==> config.mk <==
export PLATFORM = sky130hd
export DESIGN_NAME = guess_round_ctrl
export DESIGN_NICKNAME = d
export VERILOG_FILES = /design/src/rtl/guess_round_ctrl.sv
export SDC_FILE = /design/constraint.sdc
export NUM_CORES = 1
export LEC_CHECK = 0
export BUFFER_PORTS_ARGS = -buffer_cell sky130_fd_sc_hd__buf_2
export CAP_MARGIN = 20
export CELL_PAD_IN_SITES_DETAIL_PLACEMENT = 2
export CELL_PAD_IN_SITES_GLOBAL_PLACEMENT = 2
export CORE_AREA = 2 2 97 109
export CTS_CLUSTER_DIAMETER = 80
export DETAILED_ROUTE_END_ITERATION = 7
export DIE_AREA = 0 0 99 111
export GPL_ROUTABILITY_DRIVEN = 0
export MAX_ROUTING_LAYER = met4
export PLACE_DENSITY_LB_ADDON = 0.25
export SYNTH_ARGS = -nofsm -noshare
export SYNTH_HDL_FRONTEND = slang
export SYNTH_SLANG_ARGS = --single-unit
==> constraint.sdc <==
create_clock -name clk -period 3.25 [get_ports clk]
set_clock_uncertainty 0.05 [all_clocks]
set_input_delay 0.4875 -clock clk [delete_from_list [all_inputs] [get_ports clk]]
set_output_delay 0.4875 -clock clk [all_outputs]
set_load 0.02 [all_outputs]
==> src/rtl/guess_round_ctrl.sv <==
// -----------------------------------------------------------------------------
// guess_round_ctrl
// Sequencer for one Bulls-and-Cows game. It sits between the debounced
// digit-entry path and the strike/ball checker.
//   - Assembles four distinct BCD digits into a 16-bit guess.
//   - Strobes check_en on submit.
//   - Waits CHECK_LAT cycles, then latches strike/ball and counts attempts.
//   - Holds WIN/LOSE until new_game or rst.
//
// Optional feature: define GUESS_BACKSPACE_EN to add the 'del' input. A del
// pulse removes the newest digit while entry is open.
//
// Ports:
//   clk, rst      system clock, synchronous active-high reset
//   digit_valid   one-cycle key-press pulse; digit is sampled with it
//   digit[3:0]    BCD key value
//   submit        one-cycle request to check the current guess
//   new_game      one-cycle restart request (same effect as reset)
//   del           (GUESS_BACKSPACE_EN only) one-cycle backspace request
//   strike/ball   checker results, valid CHECK_LAT cycles after check_en
//   guess[15:0]   four nibbles, oldest digit in the highest filled slot;
//                 an empty slot reads 4'hF
//   check_en      one-cycle strobe; guess is stable until result_valid
//   res_strike/res_ball  latched checker results
//   result_valid  high in SHOW, WIN and LOSE
//   tries[3:0]    completed attempts (saturates at MAX_TRIES)
//   win, lose     sticky game outcome
//   entry_err     one-cycle pulse on a rejected key, submit or del
// -----------------------------------------------------------------------------
module guess_round_ctrl #(
    parameter int MAX_TRIES   = 10,
    parameter int CHECK_LAT   = 2,
    parameter int HOLD_CYCLES = 50000000
) (
    input  logic        clk,
    input  logic        rst,
    input  logic        digit_valid,
    input  logic [3:0]  digit,
    input  logic        submit,
    input  logic        new_game,
`ifdef GUESS_BACKSPACE_EN
    input  logic        del,
`endif
    input  logic [2:0]  strike,
    input  logic [2:0]  ball,
    output logic [15:0] guess,
    output logic        check_en,
    output logic [2:0]  res_strike,
    output logic [2:0]  res_ball,
    output logic        result_valid,
    output logic [3:0]  tries,
    output logic        win,
    output logic        lose,
    output logic        entry_err
);

    localparam int HOLD_W = (HOLD_CYCLES > 1) ? $clog2(HOLD_CYCLES) : 1;
    localparam logic [HOLD_W-1:0] HOLD_LOAD = HOLD_W'(HOLD_CYCLES - 1);
    localparam logic [3:0]        WAIT_LOAD = 4'(CHECK_LAT - 1);
    localparam logic [4:0]        TRY_LIMIT = 5'(MAX_TRIES);

    typedef enum logic [2:0] {
        ST_ENTRY,
        ST_CHECK,
        ST_WAIT,
        ST_SHOW,
        ST_WIN,
        ST_LOSE
    } state_t;

    state_t            state;
    logic [2:0]        cnt;
    logic [3:0]        wait_cnt;
    logic [HOLD_W-1:0] hold_cnt;

    logic key_dup;
    logic key_ok;
    logic sub_ok;

    // Empty slots hold 4'hF, which can never equal an accepted digit (<=9).
    // So all four nibbles can be compared regardless of cnt.
    always_comb begin
        key_dup = (guess[15:12] == digit) || (guess[11:8] == digit) ||
                  (guess[7:4]   == digit) || (guess[3:0]  == digit);
        key_ok  = (digit <= 4'd9) && (cnt < 3'd4) && !key_dup;
        sub_ok  = (cnt == 3'd4);
    end

    always_ff @(posedge clk) begin
        if (rst || new_game) begin
            state        <= ST_ENTRY;
            guess        <= 16'hFFFF;
            cnt          <= '0;
            wait_cnt     <= '0;
            hold_cnt     <= '0;
            check_en     <= 1'b0;
            res_strike   <= '0;
            res_ball     <= '0;
            result_valid <= 1'b0;
            tries        <= '0;
            win          <= 1'b0;
            lose         <= 1'b0;
            entry_err    <= 1'b0;
        end else begin
            check_en  <= 1'b0;
            entry_err <= 1'b0;
            case (state)
                ST_ENTRY: begin
`ifdef GUESS_BACKSPACE_EN
                    // del suppresses any key or submit in the same cycle.
                    if (del) begin
                        if (cnt != 3'd0) begin
                            guess <= {4'hF, guess[15:4]};
                            cnt   <= cnt - 3'd1;
                        end else begin
                            entry_err <= 1'b1;
                        end
                    end else
`endif
                    begin
                        // The key and the submit are judged independently,
                        // both against the pre-key cnt.
                        if (digit_valid && key_ok) begin
                            guess <= {guess[11:0], digit};
                            cnt   <= cnt + 3'd1;
                        end
                        if (submit && sub_ok) begin
                            state    <= ST_CHECK;
                            check_en <= 1'b1;
                        end
                        entry_err <= (digit_valid && !key_ok) ||
                                     (submit && !sub_ok);
                    end
                end

                ST_CHECK: begin
                    state    <= ST_WAIT;
                    wait_cnt <= WAIT_LOAD;
                end

                ST_WAIT: begin
                    if (wait_cnt == '0) begin
                        res_strike   <= strike;
                        res_ball     <= ball;
                        result_valid <= 1'b1;
                        if ({1'b0, tries} < TRY_LIMIT)
                            tries <= tries + 4'd1;
                        if (strike == 3'd4) begin
                            state <= ST_WIN;
                            win   <= 1'b1;
                        end else if (({1'b0, tries} + 5'd1) == TRY_LIMIT) begin
                            state <= ST_LOSE;
                            lose  <= 1'b1;
                        end else begin
                            state    <= ST_SHOW;
                            hold_cnt <= HOLD_LOAD;
                        end
                    end else begin
                        wait_cnt <= wait_cnt - 4'd1;
                    end
                end

                ST_SHOW: begin
                    if (hold_cnt == '0) begin
                        state        <= ST_ENTRY;
                        guess        <= 16'hFFFF;
                        cnt          <= '0;
                        result_valid <= 1'b0;
                    end else begin
                        hold_cnt <= hold_cnt - 1'b1;
                    end
                end

                ST_WIN, ST_LOSE: begin
                    // Terminal states. Only new_game or rst leave them.
                end

                default: state <= ST_ENTRY;
            endcase
        end
    end

endmodule

==> reports/results.tsv <==
metric	value	unit
status	complete, no violations	
Final TNS setup	0	ns
CP max stage delay	0.46	ns
sequential area share after synthesis	37.5	%
Reg-to-Reg End	hold_cnt[18]	
htree depth	3	
die area	11000	µm²
die width	99	µm
RSZ-0062 raised after global routing	no	
startpoint types	flip-flop	
layout cells sized above 1	15.8	%
Clock transition at path regs	0.06	ns
Routed Antenna Nets	0	
WHS Endpoint	res_ball[0]	
most frequent cells after synthesis	67 x dfxtp_1, 63 x a21oi_1, 34 x nand2_1	
CP arrival	2.93	ns
clk buf depth	2	
LEAKAGE	1.59	nW
Fin. Hold Viols	0	
Layout Nets	494	
via-per-instance ratio	5.91	
CTS Buf Count	9	
initial antenna violation count	0	
Tcrit/Tclk final	84.6	%
Hold Crit Class	in -> reg	
ranking of synthesized cells by area	dfxtp_1 37%, a21oi_1 8.8%, xnor2_1 4.2%	
final instance area	4170	µm²
vias	3541	
Max Clock Freq	0.364	GHz
Post-Route WL	11.5	mm
mapped cell area	3580	µm²
max cap viols	0	
FFs w/ async S/R, synth	0	%
CTS resizes	0	
Required @ worst endpoint	3.43	ns
Slew Limit Fails	0	
Critical R2R Launch	hold_cnt[0]	
number of global-route vias before repair	3836	
Core ar.	10000	µm²
number of DRC markers in iteration 0	120	
GRT Total Usage	22.3	%
fillers	1135	
routed len/inst	19.2	µm
IR drop worst, VDD	0.232	mV
Slowest-stage cell, CP	a21o_1	
first drt pass iteration count	4	
Hold Path Origin	ball[0]	
clock latency on the worst-skew pair	0.33	ns
HPWL after DPL	7.89	mm
Most used DFF post-synth	dfxtp_1	
Power Density	453	nW/µm²
max_slew headroom	47.5	%
Post-DP Area	3880	µm²
kind of critical path	reg -> reg	
Synth Instances	440	
#FFs+latches synth	67	
post-synth net total	461	
post-synthesis cell type count	51	
R2R depth	7	
largest net degree at the start of global routing	34	
TritonCTS Sinks	67	
Hold-fix buffers, CTS	0	
minimum clock period	2.75	ns
first-pass GRT wire length	19.4	mm
DIE HEIGHT	111	µm
Initial Util	35.8	%
launch point of the worst path	hold_cnt[0]	
dominant cell by count in the synthesized netlist	dfxtp_1	
r2r setup slk	0.50	ns
Post-CTS Setup Inserts	0	
EDFF count, synth	0	
Avg Cell Area, Syn	8.13	µm²
critical path cell sequence	inv_1 > ha_1 > nor3b_1 > and4_1 > a21o_1 > nand2_1 > a311oi_1	
IO Port Bufs	45	
clk root buf	clkbuf_16	
warnings from Yosys	0	
total inserted antenna cells	0	
row count	39	
Layout area overhead	16.4	%
crit path max fanout	13	
CP endpoint kind	flip-flop	
IO Pins	46	
Worst-Margin Slew	0.787	ns
share of the synthesized area in the top cell type	37.5	%
CTS tree	yes	
hold depth	3	
gr ovfl total	0	
drc violations	0	
Setup violations, final	0	
Yosys top cell by area	dfxtp_1	
## how the worst max path moves through the flow
| stage | to | cells after the start |
|---|---|---|
| floorplan | hold_cnt[25] | 7 |
| global placement | hold_cnt[18] | 5 |
| detailed placement | hold_cnt[18] | 7 |
| CTS | hold_cnt[18] | 7 |
| global route | hold_cnt[8] | 7 |
| finish | hold_cnt[18] | 7 |
## flip-flops by register name (all words and copies together), names as in the netlist
signal,cells
hold_cnt,26
guess,16
tries,4
wait_cnt,4
cnt,3
res_ball,3
res_strike,3
state,3
check_en,1
entry_err,1
lose,1
result_valid,1
win,1
## layout by cell type (no fill, tap or decap), types with 3 or more instances in the layout
| cell | n |
|---|---|
| and2_1 | 7 |
| or3_1 | 4 |
| a31oi_1 | 8 |
| o21a_1 | 5 |
| dfxtp_1 | 67 |
| nand2_1 | 34 |
| nor3b_1 | 6 |
| a211oi_1 | 4 |
| clkbuf_16 | 9 |
| inv_1 | 16 |
| nand4_1 | 9 |
| buf_2 | 45 |
| xnor2_1 | 17 |
| or4_1 | 5 |
| a21oi_1 | 63 |
| mux2i_1 | 10 |
| o21ai_0 | 15 |
| nor4_1 | 22 |
| o211a_1 | 4 |
| nor2_1 | 24 |
| and3_1 | 10 |
| buf_4 | 8 |
| ha_1 | 6 |
| a41oi_1 | 5 |
| nand2b_1 | 4 |
| a41o_1 | 3 |
| nor3_1 | 10 |
| o31ai_1 | 4 |
| and4_1 | 3 |
| nand3b_1 | 3 |
| or2_2 | 3 |
| xor2_1 | 3 |
| nand3_1 | 13 |
## critical path, delay by kind of cell (launching register included)
kind	cells	cell delay (ns)
fa+ha+maj	1	0.32
flops	1	0.32
buf+inv	1	0.09
compound gates	2	0.77
simple gates	3	1.10
## metrics by stage
stage	cells	hold slack, ns	total power, mW	worst slack, ns	utilization, %
2_1_floorplan	440	0.376	0.913	1.19	-
3_3_place_gp	585	0.390	0.942	0.728	38.8
3_5_place_dp	585	0.404	0.944	0.565	38.8
4_1_cts	599	0.338	1.92	0.527	41.7
5_1_grt	599	0.337	1.96	0.228	41.7
6_report	599	0.353	1.89	0.500	41.7
## logic make-up (layout without fill, tap and decap cells)
| group | count (synthesis) | in the layout | synth area share, % |
|---|---|---|---|
| DFF | 67 | 67 | 37.5 |
| muxes | 10 | 10 | 2.80 |
| buffers and inverters | 47 | 83 | 5.42 |
| AOI/OAI and AO/OA | 124 | 124 | 21.3 |
| xor gates and xnor gates | 20 | 20 | 4.90 |
| adders and majority gates | 6 | 6 | 2.10 |
| and+or+nand+nor | 166 | 166 | 26.0 |
## layer usage
layer | track usage [%] | wire, µm | up-vias
met1 | 25.8 | 4920 | 1790
met2 | 39.7 | 6180 | 53
met5 | - | 0 | -
met3 | 3.47 | 279 | 10
met4 | 6.48 | 104 | 0
li1 | - | - | 1688
## power by group
group / internal, mW / switching (mW) / leakage, nW
clock network: 0.604 / 0.357 / 0.141
logic: 0.0314 / 0.0680 / 0.910
registers: 0.825 / 0.00290 / 0.541
total: 1.46 / 0.428 / 1.59
## final cells by class
cell class / count / area, µm² / share of cell area [%]
inverters: 16 / 60.1 / 1.44
well taps: 123 / 154 / 3.69
multi-input cells: 326 / 2040 / 49.0
flip-flops and latches: 67 / 1340 / 32.2
clock buffers: 11 / 243 / 5.83
clock inverters: 3 / 40.0 / 0.961
repair buffers: 53 / 285 / 6.85
Note: power is estimated with default switching activity, not from simulation.
